<file path="config.mk">
export PLATFORM = sky130hd
export DESIGN_NAME = lvds_rx_bringup_ctrl
export DESIGN_NICKNAME = d
export VERILOG_FILES = /design/src/rtl/lvds_rx_pkg.sv /design/src/rtl/lvds_rx_bringup_ctrl_sync2.sv /design/src/rtl/lvds_rx_bringup_ctrl.sv
export SDC_FILE = /design/constraint.sdc
export NUM_CORES = 1
export LEC_CHECK = 0
export ABC_AREA = 1
export BUFFER_PORTS_ARGS = -buffer_cell sky130_fd_sc_hd__buf_2
export CORE_ASPECT_RATIO = 0.5
export CORE_MARGIN = 5
export CORE_UTILIZATION = 40
export CTS_BUF_LIST = sky130_fd_sc_hd__clkbuf_8
export DETAILED_ROUTE_END_ITERATION = 10
export PLACE_DENSITY = 0.57
export SETUP_SLACK_MARGIN = 0.1
export SLEW_MARGIN = 20
export SYNTH_ARGS = -nofsm -noshare
export SYNTH_HDL_FRONTEND = slang
export SYNTH_HIERARCHICAL = 1
export SYNTH_SLANG_ARGS = --single-unit
</file>
<file path="constraint.sdc">
create_clock -name inclock -period 5.8 [get_ports inclock]
set_clock_uncertainty 0.05 [all_clocks]
set_input_delay 1.16 -clock inclock [delete_from_list [all_inputs] [get_ports inclock]]
set_output_delay 1.16 -clock inclock [all_outputs]
set_load 0.05 [all_outputs]
</file>
<file path="src/rtl/lvds_rx_pkg.sv">
// Shared state encoding, default parameters and output-decode helpers for the LVDS receiver bring-up controller.
package lvds_rx_pkg;

    localparam int NCH_DEF                = 4;
    localparam int PLL_RST_CYCLES_DEF     = 8;
    localparam int LOCK_STABLE_CYCLES_DEF = 20;
    localparam int TIMEOUT_CYCLES_DEF     = 1024;
    localparam int MAX_RETRIES_DEF        = 3;

    typedef enum logic [3:0] {
        ST_IDLE        = 4'd0,
        ST_PLL_RST     = 4'd1,
        ST_WAIT_LOCK   = 4'd2,
        ST_LOCK_STABLE = 4'd3,
        ST_WAIT_DPA    = 4'd4,
        ST_FIFO_RST    = 4'd5,
        ST_CDA_RST     = 4'd6,
        ST_READY       = 4'd7,
        ST_FAIL        = 4'd8
    } state_t;

    // States in which the LVDS PLL is held in reset.
    function automatic logic pll_held(state_t s);
        return (s == ST_IDLE) || (s == ST_PLL_RST) || (s == ST_FAIL);
    endfunction

    // The receivers stay in reset until the PLL lock has proven stable.
    function automatic logic rx_held(state_t s);
        return pll_held(s) || (s == ST_WAIT_LOCK) || (s == ST_LOCK_STABLE);
    endfunction

endpackage

</file>
<file path="src/rtl/lvds_rx_bringup_ctrl_sync2.sv">
// Two-flop synchronizer for asynchronous lock status, cleared by async active-low reset.
// Latency: 2 cycles; no backpressure.
module lvds_sync2 #(
    parameter int WIDTH = 1
) (
    input  logic             inclock,
    input  logic             areset_n,
    input  logic [WIDTH-1:0] d,
    output logic [WIDTH-1:0] q
);

    logic [WIDTH-1:0] meta;

    always_ff @(posedge inclock or negedge areset_n) begin
        if (!areset_n) begin
            meta <= '0;
            q    <= '0;
        end else begin
            meta <= d;
            q    <= meta;
        end
    end

endmodule

</file>
<file path="src/rtl/lvds_rx_bringup_ctrl.sv">
// LVDS receiver bring-up sequencer: PLL reset, lock qualification, DPA wait, FIFO/CDA reset pulses, retry/fail.
// Latency: outputs registered from the next state; no backpressure, start is only honoured in IDLE and FAIL.
module lvds_rx_bringup_ctrl
    import lvds_rx_pkg::*;
#(
    parameter int NCH                = NCH_DEF,
    parameter int PLL_RST_CYCLES     = PLL_RST_CYCLES_DEF,
    parameter int LOCK_STABLE_CYCLES = LOCK_STABLE_CYCLES_DEF,
    parameter int TIMEOUT_CYCLES     = TIMEOUT_CYCLES_DEF,
    parameter int MAX_RETRIES        = MAX_RETRIES_DEF
) (
    input  logic           inclock,
    input  logic           areset_n,
    input  logic           start,
    input  logic           rx_locked,
    input  logic [NCH-1:0] rx_dpa_locked,
    output logic           pll_areset,
    output logic [NCH-1:0] rx_reset,
    output logic [NCH-1:0] rx_fifo_reset,
    output logic [NCH-1:0] rx_cda_reset,
    output logic           link_ready,
    output logic           init_fail,
    output logic [1:0]     retry_cnt,
    output logic [3:0]     state
);

    localparam int TW = $clog2(TIMEOUT_CYCLES + 1);
    localparam logic [TW-1:0] TIMER_MAX   = TW'(TIMEOUT_CYCLES);
    localparam logic [TW-1:0] PLL_LAST    = TW'(PLL_RST_CYCLES - 1);
    localparam logic [TW-1:0] STABLE_LAST = TW'(LOCK_STABLE_CYCLES - 1);
    localparam logic [TW-1:0] TO_LAST     = TW'(TIMEOUT_CYCLES - 1);

    state_t         st;
    state_t         nxt;
    logic [TW-1:0]  timer;
    logic [TW-1:0]  timer_inc;
    logic [1:0]     retry_nxt;
    logic           fail_attempt;
    logic           lock_s;
    logic [NCH-1:0] dpa_s;

    lvds_sync2 #(.WIDTH(1)) u_sync_lock (
        .inclock  (inclock),
        .areset_n (areset_n),
        .d        (rx_locked),
        .q        (lock_s)
    );

    lvds_sync2 #(.WIDTH(NCH)) u_sync_dpa (
        .inclock  (inclock),
        .areset_n (areset_n),
        .d        (rx_dpa_locked),
        .q        (dpa_s)
    );

    assign timer_inc = (timer == TIMER_MAX) ? timer : timer + 1'b1;

    always_comb begin
        nxt          = st;
        retry_nxt    = retry_cnt;
        fail_attempt = 1'b0;
        unique case (st)
            ST_IDLE: begin
                if (start) begin
                    nxt       = ST_PLL_RST;
                    retry_nxt = '0;
                end
            end
            ST_PLL_RST: begin
                if (timer == PLL_LAST) nxt = ST_WAIT_LOCK;
            end
            ST_WAIT_LOCK: begin
                if (timer == TO_LAST) fail_attempt = 1'b1;
                else if (lock_s)      nxt = ST_LOCK_STABLE;
            end
            ST_LOCK_STABLE: begin
                // The timer doubles as the consecutive-high counter; any low sample restarts qualification.
                if (!lock_s)                 nxt = ST_WAIT_LOCK;
                else if (timer == STABLE_LAST) nxt = ST_WAIT_DPA;
            end
            ST_WAIT_DPA: begin
                // Timeout and lock loss collapse into one failed attempt.
                if (!lock_s || (timer == TO_LAST)) fail_attempt = 1'b1;
                else if (&dpa_s)                   nxt = ST_FIFO_RST;
            end
            ST_FIFO_RST: begin
                if (!lock_s) fail_attempt = 1'b1;
                else         nxt = ST_CDA_RST;
            end
            ST_CDA_RST: begin
                if (!lock_s) fail_attempt = 1'b1;
                else         nxt = ST_READY;
            end
            ST_READY: begin
                if (!lock_s) begin
                    nxt       = ST_PLL_RST;
                    retry_nxt = '0;
                end
            end
            ST_FAIL: begin
                if (start) begin
                    nxt       = ST_PLL_RST;
                    retry_nxt = '0;
                end
            end
            default: nxt = ST_IDLE;
        endcase

        if (fail_attempt) begin
            retry_nxt = (retry_cnt == 2'd3) ? 2'd3 : retry_cnt + 2'd1;
            nxt       = (int'(retry_cnt) + 1 >= MAX_RETRIES) ? ST_FAIL : ST_PLL_RST;
        end
    end

    // Outputs are decoded from the next state so they change in the same cycle as the state register.
    always_ff @(posedge inclock or negedge areset_n) begin
        if (!areset_n) begin
            st            <= ST_IDLE;
            timer         <= '0;
            retry_cnt     <= '0;
            pll_areset    <= 1'b1;
            rx_reset      <= '1;
            rx_fifo_reset <= '0;
            rx_cda_reset  <= '0;
            link_ready    <= 1'b0;
            init_fail     <= 1'b0;
        end else begin
            st            <= nxt;
            timer         <= (nxt != st) ? '0 : timer_inc;
            retry_cnt     <= retry_nxt;
            pll_areset    <= pll_held(nxt);
            rx_reset      <= {NCH{rx_held(nxt)}};
            rx_fifo_reset <= {NCH{nxt == ST_FIFO_RST}};
            rx_cda_reset  <= {NCH{nxt == ST_CDA_RST}};
            link_ready    <= (nxt == ST_READY);
            init_fail     <= (nxt == ST_FAIL);
        end
    end

    assign state = st;

endmodule

</file>
==> reports/qor_table.md, run 1 <==
| Metric | This run |
| --- | --- |
| Post-Syn Nets | 233 |
| Final nets | 256 |
| Number of cell rows | 17 |
| Summed negative setup slack over all endpoints | 0 ns |
| Highest clock frequency the design can meet | 0.4271 GHz |
| Share of synthesized registers carrying an async set or reset | 100.0% |
| Post-Synthesis Cells | 223 |
| Average instance area after synthesis | 8.091 µm² |
| Number of setup buffers added after CTS | 0 |
| Number of levels the H-tree was split into | 2 |
| CP Buf/Inv Count | 1 |
| Number of buffers inserted by port buffering | 28 |
| Gpl congestion | 0.9326 |
| Yosys Warn Count | 6 |
| Actual transition at the worst max-transition pin | 0.7335 ns |
| Detailed-route wire length | 3360 µm |
| Drt via density | 4.651 |
| Clock slew at the register clock pins of the worst setup and hold paths | 0.07 ns |
| Proportion of layout cells with a drive suffix above 1 | 26.72% |
| Number of enable-type register cells in the synthesized netlist | 0 |
| Worst slew margin relative to its limit | 51.10% |
| Startpoint of the worst register-to-register path | timer[0]$_DFFE_PN0P_ |
| Top fanout value on the critical path | 9 |
| Final non-filler cell area | 2061 µm² |
| Delay of the slowest cell on the worst path | 0.52 ns |
| Total number of clock tree sinks | 33 |
| Outcome | complete, no violations |
| # resized after CTS | 0 |
| Cts-stage hold buffer count | 0 |
| Top_reg_cell synth | dfrtp_1 |
| Total of max-cap violations | 0 |
| #FFs+latches synth | 33 |
| Post-route antenna net violation count | 0 |
| Residual DRC count | 0 |
| Clock latency on the worst-skew pair | 0.28 ns |
| Std-Cell Core Area | 4382 µm² |
| Global-route usage over all layers | 12.33% |
| Sequential-to-total area share from yosys stat | 45.91% |
| Die span in x | 105.0 µm |
| Number of antenna violations at the first check in global routing | 0 |
| RSZ-0062 raised after global routing | no |
| Slowest cell on crit path | dfrtp_1 |
| Ranking of synthesized cells by area | dfrtp_1 (43%), nand2_1 (11%), inv_1 (5.4%) |
| Kind of cell adding the most delay to the critical path | flip-flops |
| Count of distinct cell types in the synthesized netlist | 29 |
| Starting density of the core | 41.18% |
| Leading cell type by number of instances after synthesis | nand2_1 |
| Pin count of the biggest net entering global routing | 34 |
| Clock tree from TritonCTS | done |
| Total Power | 715.4 µW |
| Pwr per Cell Area | 347.2 nW/µm² |
| Post-synth design cell area | 1804 µm² |
| Crit. Startpoint | state[1]$_DFF_PN0_ |
| Final hold violations | 0 |
| Max rail drop VDD | 0.0001131 V |
| CTS Buffer Depth | 2 |
| Routed wire per std cell | 11.05 µm |
| Post-placement cell area | 1927 µm² |
| Nature of the critical path endpoint | output pin |
| Library cell occupying the most area in the post-synthesis netlist | dfrtp_1 |
| Min Tclk post-route | 2.341 ns |
| Leakage power | 1.055 nW |
| Post-layout util | 47.03% |
| Total via count in the routed design | 1,414 |
| 1st-pass router iterations | 4 |
| Path class of the lowest-slack min-delay path | reg -> reg |
| Crit-path cells | buf_2 |
| Buffer cell driving the clock tree root | clkbuf_8 |
| Hold path start | u_sync_dpa/meta[1]$_DFF_PN0_ |
| WHS | 0.3010 ns |
| Filler cell count | 424 |
| Top-area cell type share of the netlist area | 43.00% |
| GRT Residual Overflow | 0 |
| Arrival @ worst endpoint | 1.13 ns |
| Slew Limit Fails | 0 |
| Critical path type | reg -> out |
| First-pass GRT wire length | 6113 µm |
| Final antenna diode count | 0 |
| Area growth, synth to finish | 14.22% |
| Setup Viol. Count Final | 0 |
| Number of buffers created by CTS | 5 |
| Required time of the critical path | 4.59 ns |
| Worst Setup Start Kind | flop |
| Die outline height | 57.49 µm |
| Detailed-placement wirelength estimate | 2547 µm |
| Most numerous cell types in the synthesized netlist | nand2_1 (55), dfrtp_1 (31), inv_1 (26), nor2_1 (22) |
| Fin crit share | 40.37% |
| Number of DRC violations after detailed-routing iteration 0 | 55 |
| Number of global-route vias before repair | 1,329 |
| Ports | 29 |
| Die Outline Area | 6035 µm² |
[cells in the final DEF, fill, tap and decap left out, drive strengths merged]
| cell | Yosys | routed |
|---|---|---|
| ha | 2 | 2 |
| nor2 | 38 | 38 |
| buf | 11 | 28 |
| o21ai | 10 | 10 |
| nand3 | 14 | 14 |
| bufinv | 0 | 2 |
| dfstp | 2 | 2 |
| and2 | 1 | 1 |
| a21oi | 3 | 3 |
| nor3 | 4 | 4 |
| nand4 | 6 | 6 |
| clkbuf | 1 | 5 |
| clkinv | 0 | 1 |
| nor4 | 1 | 1 |
| o211ai | 1 | 1 |
| nand3b | 1 | 1 |
| or2 | 1 | 1 |
| inv | 31 | 31 |
| o31ai | 1 | 1 |
| dfrtp | 31 | 31 |
| nand2 | 58 | 58 |
| xor2 | 6 | 6 |
[flip-flops by register name (all words and copies together), names as in the netlist]
name and count:
u_sync_dpa/q 4, rx_reset 1, u_sync_lock/meta 1, rx_fifo_reset 1, timer 11, init_fail 1
link_ready 1, u_sync_lock/q 1, rx_cda_reset 1, retry_cnt 2, pll_areset 1, u_sync_dpa/meta 4
state 4
[cells by family after synthesis]
logic type	synth area share, %
xor+xnor	2.913
compound gates	5.063
simple gates	33.36
flops	45.91
fa+ha+maj	1.387
buf+inv	11.37
[final cells by class]
class	instances	area [µm²]	share of cell area [%]
sequential	33	828.3	40.19
multi-input combinational	147	770.7	37.40
timing repair buffer	28	140.1	6.800
inverter	31	116.4	5.647
tap	57	71.32	3.461
clock buffer	5	68.82	3.339
clock inverter	3	65.06	3.157
[through the flow]
stage | worst slack [ns] | cells
after floorplan | 3.555 | 223
after global placement | 3.277 | 296
after detailed placement | 3.244 | 296
after CTS | 3.455 | 304
after global routing | 3.270 | 304
final | 3.459 | 304
[final timing paths]
path,endpoint,cells after the start,slack [ns]
max reg2reg,timer[1]$_DFFE_PN0P_,14,3.52
min reg2reg,u_sync_dpa/q[1]$_DFF_PN0_,0,0.30
max in group asynchronous,state[1]$_DFF_PN0_,1,4.35
max,state[1],1,3.46
min in group asynchronous,timer[1]$_DFFE_PN0P_,1,0.88
min,u_sync_dpa/q[1]$_DFF_PN0_,0,0.30
[metal layers]
metal,share of wire [%],vias to the layer above,wire length (µm),track usage (%)
met5,0,-,0,0
met4,1.2,0,40,4.372
met3,5.2,5,176,3.390
met2,43,28,1453,19.50
met1,50,645,1689,16.40
li1,-,736,-,-
[report_power, final]
group / total, mW / internal (mW) / switching (mW) / leakage [nW]
sequential: 0.271 / 0.251 / 0.0195 / 0.423
clock: 0.256 / 0.171 / 0.0853 / 0.0681
combinational: 0.189 / 0.0515 / 0.137 / 0.563
total: 0.715 / 0.473 / 0.242 / 1.05
Power figures use the tool's default switching activity.
==> run 2: changes to the inputs <==
--- a/config.mk
+++ b/config.mk
@@ -12,7 +12,7 @@
 export CORE_UTILIZATION = 40
 export CTS_BUF_LIST = sky130_fd_sc_hd__clkbuf_8
 export DETAILED_ROUTE_END_ITERATION = 10
-export PLACE_DENSITY = 0.57
+export PLACE_DENSITY = 0.59
 export SETUP_SLACK_MARGIN = 0.1
 export SLEW_MARGIN = 20
 export SYNTH_ARGS = -nofsm -noshare
==> constraint.sdc (replaced) <==
create_clock -name inclock -period 2.1 [get_ports inclock]
set_clock_uncertainty 0.05 [all_clocks]
set_input_delay 0.42 -clock inclock [delete_from_list [all_inputs] [get_ports inclock]]
set_output_delay 0.42 -clock inclock [all_outputs]
set_load 0.05 [all_outputs]
==> run 2 against run 1 <==
Effect of this change:
- worst hold slack worse by 0.16 ns
- largest cell class is now multi-input gates
- setup slack worse by 3.3 ns
- combinational power grew to 3.6 times the previous value
- clock-buffer cell count unchanged
- non-clock buffer count is 12 higher
- sequential cell count did not move
==> reports/qor_table.md, run 2 (synthesized netlist as in run 1, its figures left out) <==
| Metric | This run |
| --- | --- |
| Critical path type | reg -> reg |
| Global-route usage over all layers | 12.70% |
| Total via count in the routed design | 1,488 |
| Fin crit share | 91.80% |
| Buffer cell driving the clock tree root | clkbuf_8 |
| Clock tree from TritonCTS | done |
| Number of cell rows | 17 |
| CP Buf/Inv Count | 0 |
| Pin count of the biggest net entering global routing | 34 |
| Setup Viol. Count Final | 0 |
| GRT Residual Overflow | 0 |
| Actual transition at the worst max-transition pin | 0.7352 ns |
| CP most frequent cell | nor2_4 |
| RSZ-0062 raised after global routing | yes |
| Total of max-cap violations | 0 |
| Clock slew at the register clock pins of the worst setup and hold paths | 0.07 ns |
| Pwr per Cell Area | 964.6 nW/µm² |
| Detailed-placement wirelength estimate | 2731 µm |
| Min Tclk post-route | 1.928 ns |
| Commonest non-fill, non-tap cells in the layout | nand2_1 (50), buf_2 (28), inv_1 (26), dfrtp_1 (26), nor2_1 (17) |
| Slew Limit Fails | 0 |
| Max rail drop VDD | 0.0002818 V |
| Worst Setup Start Kind | flop |
| Total number of clock tree sinks | 33 |
| Detailed-route wire length | 3823 µm |
| Std-Cell Core Area | 4382 µm² |
| Nature of the critical path endpoint | flop |
| Top fanout value on the critical path | 8 |
| Number of buffers created by CTS | 5 |
| Path class of the lowest-slack min-delay path | in -> async |
| Starting density of the core | 41.18% |
| Die Outline Area | 6035 µm² |
| Multi-input gate area | 843.3 µm² |
| Kind of cell adding the most delay to the critical path | simple AND/OR/NAND/NOR gates |
| Delay of the slowest cell on the worst path | 0.40 ns |
| 1st-pass router iterations | 4 |
| Required time of the critical path | 2.23 ns |
| Area growth, synth to finish | 23.58% |
| Final nets | 269 |
| Ports | 29 |
| WHS | 0.1412 ns |
| Final antenna diode count | 0 |
| Register area | 834.6 µm² |
| Residual DRC count | 0 |
| Number of antenna violations at the first check in global routing | 0 |
| Routed wire per std cell | 12.06 µm |
| Flip-flop count of the largest register, all copies and words added | 11 |
| Number of buffers inserted by port buffering | 28 |
| Leakage power | 1.134 nW |
| Arrival @ worst endpoint | 2.05 ns |
| Outcome | complete, no violations |
| Largest Register | timer |
| Drt via density | 4.694 |
| Crit-path cells | ha_4, nand2_4, nor2_4, nand3_4, a21oi_4, nor2_4, or2_4, nand3_2, nand2_2, nand2_4, nor2_4 |
| CTS Buffer Depth | 2 |
| Filler cell count | 416 |
| Die outline height | 57.49 µm |
| Final hold violations | 0 |
| Post-layout util | 50.89% |
| Leading cell type in the layout, fill and taps excluded | nand2_1 |
| R2r setup slk | 0.17 ns |
| Number of global-route vias before repair | 1,370 |
| Proportion of layout cells with a drive suffix above 1 | 36.92% |
| Worst slew margin relative to its limit | 50.99% |
| Die span in x | 105.0 µm |
| Slowest cell on crit path | dfrtp_1 |
| Number of DRC violations after detailed-routing iteration 0 | 56 |
| First-pass GRT wire length | 6141 µm |
| Summed negative setup slack over all endpoints | 0 ns |
| Post-route antenna net violation count | 0 |
| Gpl congestion | 0.8481 |
| Number of levels the H-tree was split into | 2 |
| Highest clock frequency the design can meet | 0.5187 GHz |
| Clock latency on the worst-skew pair | 0.29 ns |
[run 2: metrics by stage]
step | cells | cell area (µm²) | worst slack [ns] | power [mW]
2_1_floorplan | 223 | 1809 | 0.1022 | 1.206
3_3_place_gp | 304 | 1992 | 0.09007 | 1.312
3_5_place_dp | 304 | 1992 | 0.02243 | 1.319
4_1_cts | 312 | 2131 | 0.1039 | 2.056
5_1_grt | 317 | 2230 | 0.02918 | 2.268
6_report | 317 | 2230 | 0.1723 | 2.151
[run 2: layout make-up]
class / count / share of cell area (%)
multi-input cells: 148 / 37.82
repair buffers: 40 / 10.33
flip-flops and latches: 33 / 37.43
well taps: 57 / 3.199
clock inverters: 3 / 2.918
clock buffers: 5 / 3.086
inverters: 31 / 5.219
[run 2: report_power, final]
group	internal (mW)	switching (mW)
clock	0.472	0.250
sequential	0.696	0.0572
combinational	0.212	0.464
[run 2: path summary, 6_finish.rpt]
check,startpoint,endpoint,cells after the start
max reg2reg,timer[1]$_DFFE_PN0P_,timer[6]$_DFFE_PN0P_,11
min reg2reg,u_sync_lock/meta$_DFF_PN0_,u_sync_lock/q$_DFF_PN0_,0
min in group inclock,rx_locked,u_sync_lock/meta$_DFF_PN0_,1
min,areset_n,timer[7]$_DFFE_PN0P_,1
max,timer[1]$_DFFE_PN0P_,timer[6]$_DFFE_PN0P_,11
max in group asynchronous,areset_n,state[2]$_DFF_PN0_,1
[run 2: timing repair]
action / CTS / global route
pin swaps: 1 / 11
hold endpoints to repair: 0 / 0
setup endpoints to repair: 11 / 11
hold buffers: 0 / 0
cloned: 0 / 1
buffers inserted: 0 / 4
gates resized for setup: 1 / 19
[run 2: worst register-to-register path, stage by stage, from the launching register on]
cell and delay [ns]:
dfrtp_1 0.40, ha_4 0.18, nand2_4 0.06, nor2_4 0.13
nand3_4 0.12, a21oi_4 0.17, nor2_4 0.08, or2_4 0.23
nand3_2 0.07, nand2_2 0.11, nand2_4 0.16, nor2_4 0.05
[run 2: layer usage]
layer | global-route usage, % | part of all wire [%]
met5 | 0 | 0
met4 | 5.282 | 1.3
met3 | 4.181 | 5.5
met2 | 20.30 | 46
met1 | 15.98 | 47
==> run 3: changes to the inputs <==
--- a/config.mk
+++ b/config.mk
@@ -13,6 +13,7 @@
 export CTS_BUF_LIST = sky130_fd_sc_hd__clkbuf_8
 export DETAILED_ROUTE_END_ITERATION = 10
 export PLACE_DENSITY = 0.59
+export REMOVE_ABC_BUFFERS = 1
 export SETUP_SLACK_MARGIN = 0.1
 export SLEW_MARGIN = 20
 export SYNTH_ARGS = -nofsm -noshare
==> run 3 against run 2 <==
Effect of this change:
- setup slack worse by 0.036 ns
- maximum frequency is 1.8% lower
- sequential cell count did not move
- routed wire length increased by 5.5%
- sequential power is 0.5% higher
- clock power fell by 1%
- combinational power increased by 6.2%
- first-iteration DRC count is 43% higher
- register-to-register slack worse by 0.04 ns
- global-route usage increased by 0.52 points
- worst hold slack improved by 0.0088 ns
- utilization grew 2.0 points
==> reports/qor_table.md, run 3 (synthesized netlist as in run 1, its figures left out) <==
| Metric | This run |
| --- | --- |
| Largest Register | timer |
| Crit-path cells | ha_4, nand2_4, nor2_4, nand3_4, a21oi_4, nor2_4, nand2_2, nand2_1, nand2_1, nand2_2, nor2_4, nand2_4, nor2_4 |
| Number of antenna violations at the first check in global routing | 0 |
| Total of max-cap violations | 0 |
| R2r setup slk | 0.14 ns |
| Number of global-route vias before repair | 1,368 |
| Path class of the lowest-slack min-delay path | in -> async |
| Top fanout value on the critical path | 8 |
| Buffer cell driving the clock tree root | clkbuf_8 |
| Proportion of layout cells with a drive suffix above 1 | 42.86% |
| Routed wire per std cell | 12.49 µm |
| Kind of cell adding the most delay to the critical path | simple AND/OR/NAND/NOR gates |
| Leading cell type in the layout, fill and taps excluded | nand2_1 |
| Summed negative setup slack over all endpoints | 0 ns |
| Die span in x | 105.0 µm |
| Total via count in the routed design | 1,502 |
| Endpoint of the most critical register-to-register path | timer[6]$_DFFE_PN0P_ |
| Total number of clock tree sinks | 33 |
| CP Buf/Inv Count | 0 |
| Highest clock frequency the design can meet | 0.5092 GHz |
| Pin count of the biggest net entering global routing | 34 |
| Path depth of the worst reg2reg path | 13 |
| Worst slew margin relative to its limit | 49.56% |
| Worst Setup Start Kind | flop |
| Arrival @ worst endpoint | 2.14 ns |
| Total Power | 2.188 mW |
| Number of buffers inserted by port buffering | 28 |
| Detailed-placement wirelength estimate | 2788 µm |
| Post-route antenna net violation count | 0 |
| Required time of the critical path | 2.27 ns |
| Fin crit share | 93.51% |
| Slew Limit Fails | 0 |
| Std-Cell Core Area | 4382 µm² |
| GRT Residual Overflow | 0 |
| Starting density of the core | 41.18% |
| Die Outline Area | 6035 µm² |
| Drt via density | 4.650 |
| Pwr per Cell Area | 944.8 nW/µm² |
| Final nets | 275 |
| Number of levels the H-tree was split into | 2 |
| Outcome | complete, no violations |
| Critical path type | reg -> reg |
| Path length in cells of the critical path | 13 |
| Ports | 29 |
| Startpoint of the worst register-to-register path | timer[1]$_DFFE_PN0P_ |
| Max rail drop VDD | 0.0003617 V |
| Leakage power | 1.168 nW |
| CTS Buffer Depth | 2 |
| Die outline height | 57.49 µm |
| Min Tclk post-route | 1.964 ns |
| Global-route usage over all layers | 13.21% |
| Number of DRC violations after detailed-routing iteration 0 | 80 |
| Slowest cell on crit path | dfrtp_1 |
| Nature of the critical path endpoint | flop |
| Final antenna diode count | 0 |
| Final hold violations | 0 |
| Setup Viol. Count Final | 0 |
| WHS | 0.1500 ns |
| CP most frequent cell | nor2_4 |
| Number of placed cells counting well taps | 305 |
| Clock slew at the register clock pins of the worst setup and hold paths | 0.07 ns |
| Filler cell count | 397 |
| Actual transition at the worst max-transition pin | 0.7566 ns |
| Gpl congestion | 0.9264 |
| 1st-pass router iterations | 4 |
| Worst setup path end | timer[6]$_DFFE_PN0P_ |
| Crit. Startpoint | timer[1]$_DFFE_PN0P_ |
| Residual DRC count | 0 |
| Clock latency on the worst-skew pair | 0.28 ns |
| Clock tree from TritonCTS | done |
| Number of non-filler instances in the completed layout | 323 |
| First-pass GRT wire length | 6285 µm |
| Delay of the slowest cell on the worst path | 0.40 ns |
| Commonest non-fill, non-tap cells in the layout | nand2_1 (45), buf_2 (28), dfrtp_1 (27) |
| Detailed-route wire length | 4034 µm |
| Number of buffers created by CTS | 5 |
| Cts-stage hold buffer count | 0 |
| Flip-flop count of the largest register, all copies and words added | 11 |
| Number of cell rows | 17 |
| Area growth, synth to finish | 28.36% |
| RSZ-0062 raised after global routing | yes |
## run 3: cell count changes in the layout (fill, tap and decap cells not counted), sizes merged
cell	change
buf	+6
## run 3: metrics by stage
stage          area (µm²)  util [%]  setup WS [ns]
2_1_floorplan        1715         -      -0.003287
3_3_place_gp         1994     45.52        0.02085
3_5_place_dp         1994     45.52       -0.02669
4_1_cts              2157     49.23         0.1080
5_1_grt              2316     52.86        0.01589
6_report             2316     52.86         0.1363
## run 3: timing repair
item                       4_1_cts  5_1_grt
pin swaps                        2       10
hold endpoints to repair         0        0
setup endpoints to repair       11       11
setup buffers                    0        9
gates resized for setup          6       32
gates cloned                     1        0
## run 3: worst min-delay path by stage
stage	slack (ns)	from	cells after the start	endpoint
5_1_grt	0.17	rx_locked	1	u_sync_lock/meta$_DFF_PN0_
6_report	0.15	areset_n	1	timer[3]$_DFFE_PN0P_
3_5_place_dp	0.29	u_sync_dpa/meta[0]$_DFF_PN0_	0	u_sync_dpa/q[0]$_DFF_PN0_
4_1_cts	0.17	areset_n	1	timer[5]$_DFFE_PN0P_
2_1_floorplan	0.07	areset_n	0	init_fail$_DFF_PN0_
3_3_place_gp	0.28	u_sync_dpa/meta[1]$_DFF_PN0_	0	u_sync_dpa/q[1]$_DFF_PN0_
## run 3: power breakdown
| part | total (mW) | internal (mW) | switching, mW |
|---|---|---|---|
| clock | 0.714 | 0.472 | 0.242 |
| sequential | 0.757 | 0.697 | 0.0601 |
| combinational | 0.718 | 0.232 | 0.486 |
## run 3: layer usage
layer  global-route usage (%)  up-vias  part of all wire (%)
li1                         -      769                     -
met1                    17.58      699                    49
met2                    21.02       32                    46
met3                    3.616        2                   4.5
met4                    4.372        0                  0.62
met5                        0        -                     0
## run 3: area by class of cell
cell class / count / area, µm² / share of cell area, %
Multi-Input combinational cell: 148 / 885.9 / 38.25
Clock buffer: 5 / 68.82 / 2.971
Inverter: 31 / 116.4 / 5.024
Tap cell: 57 / 71.32 / 3.079
Timing Repair Buffer: 46 / 275.3 / 11.89
Sequential cell: 33 / 833.3 / 35.98
Clock inverter: 3 / 65.06 / 2.809
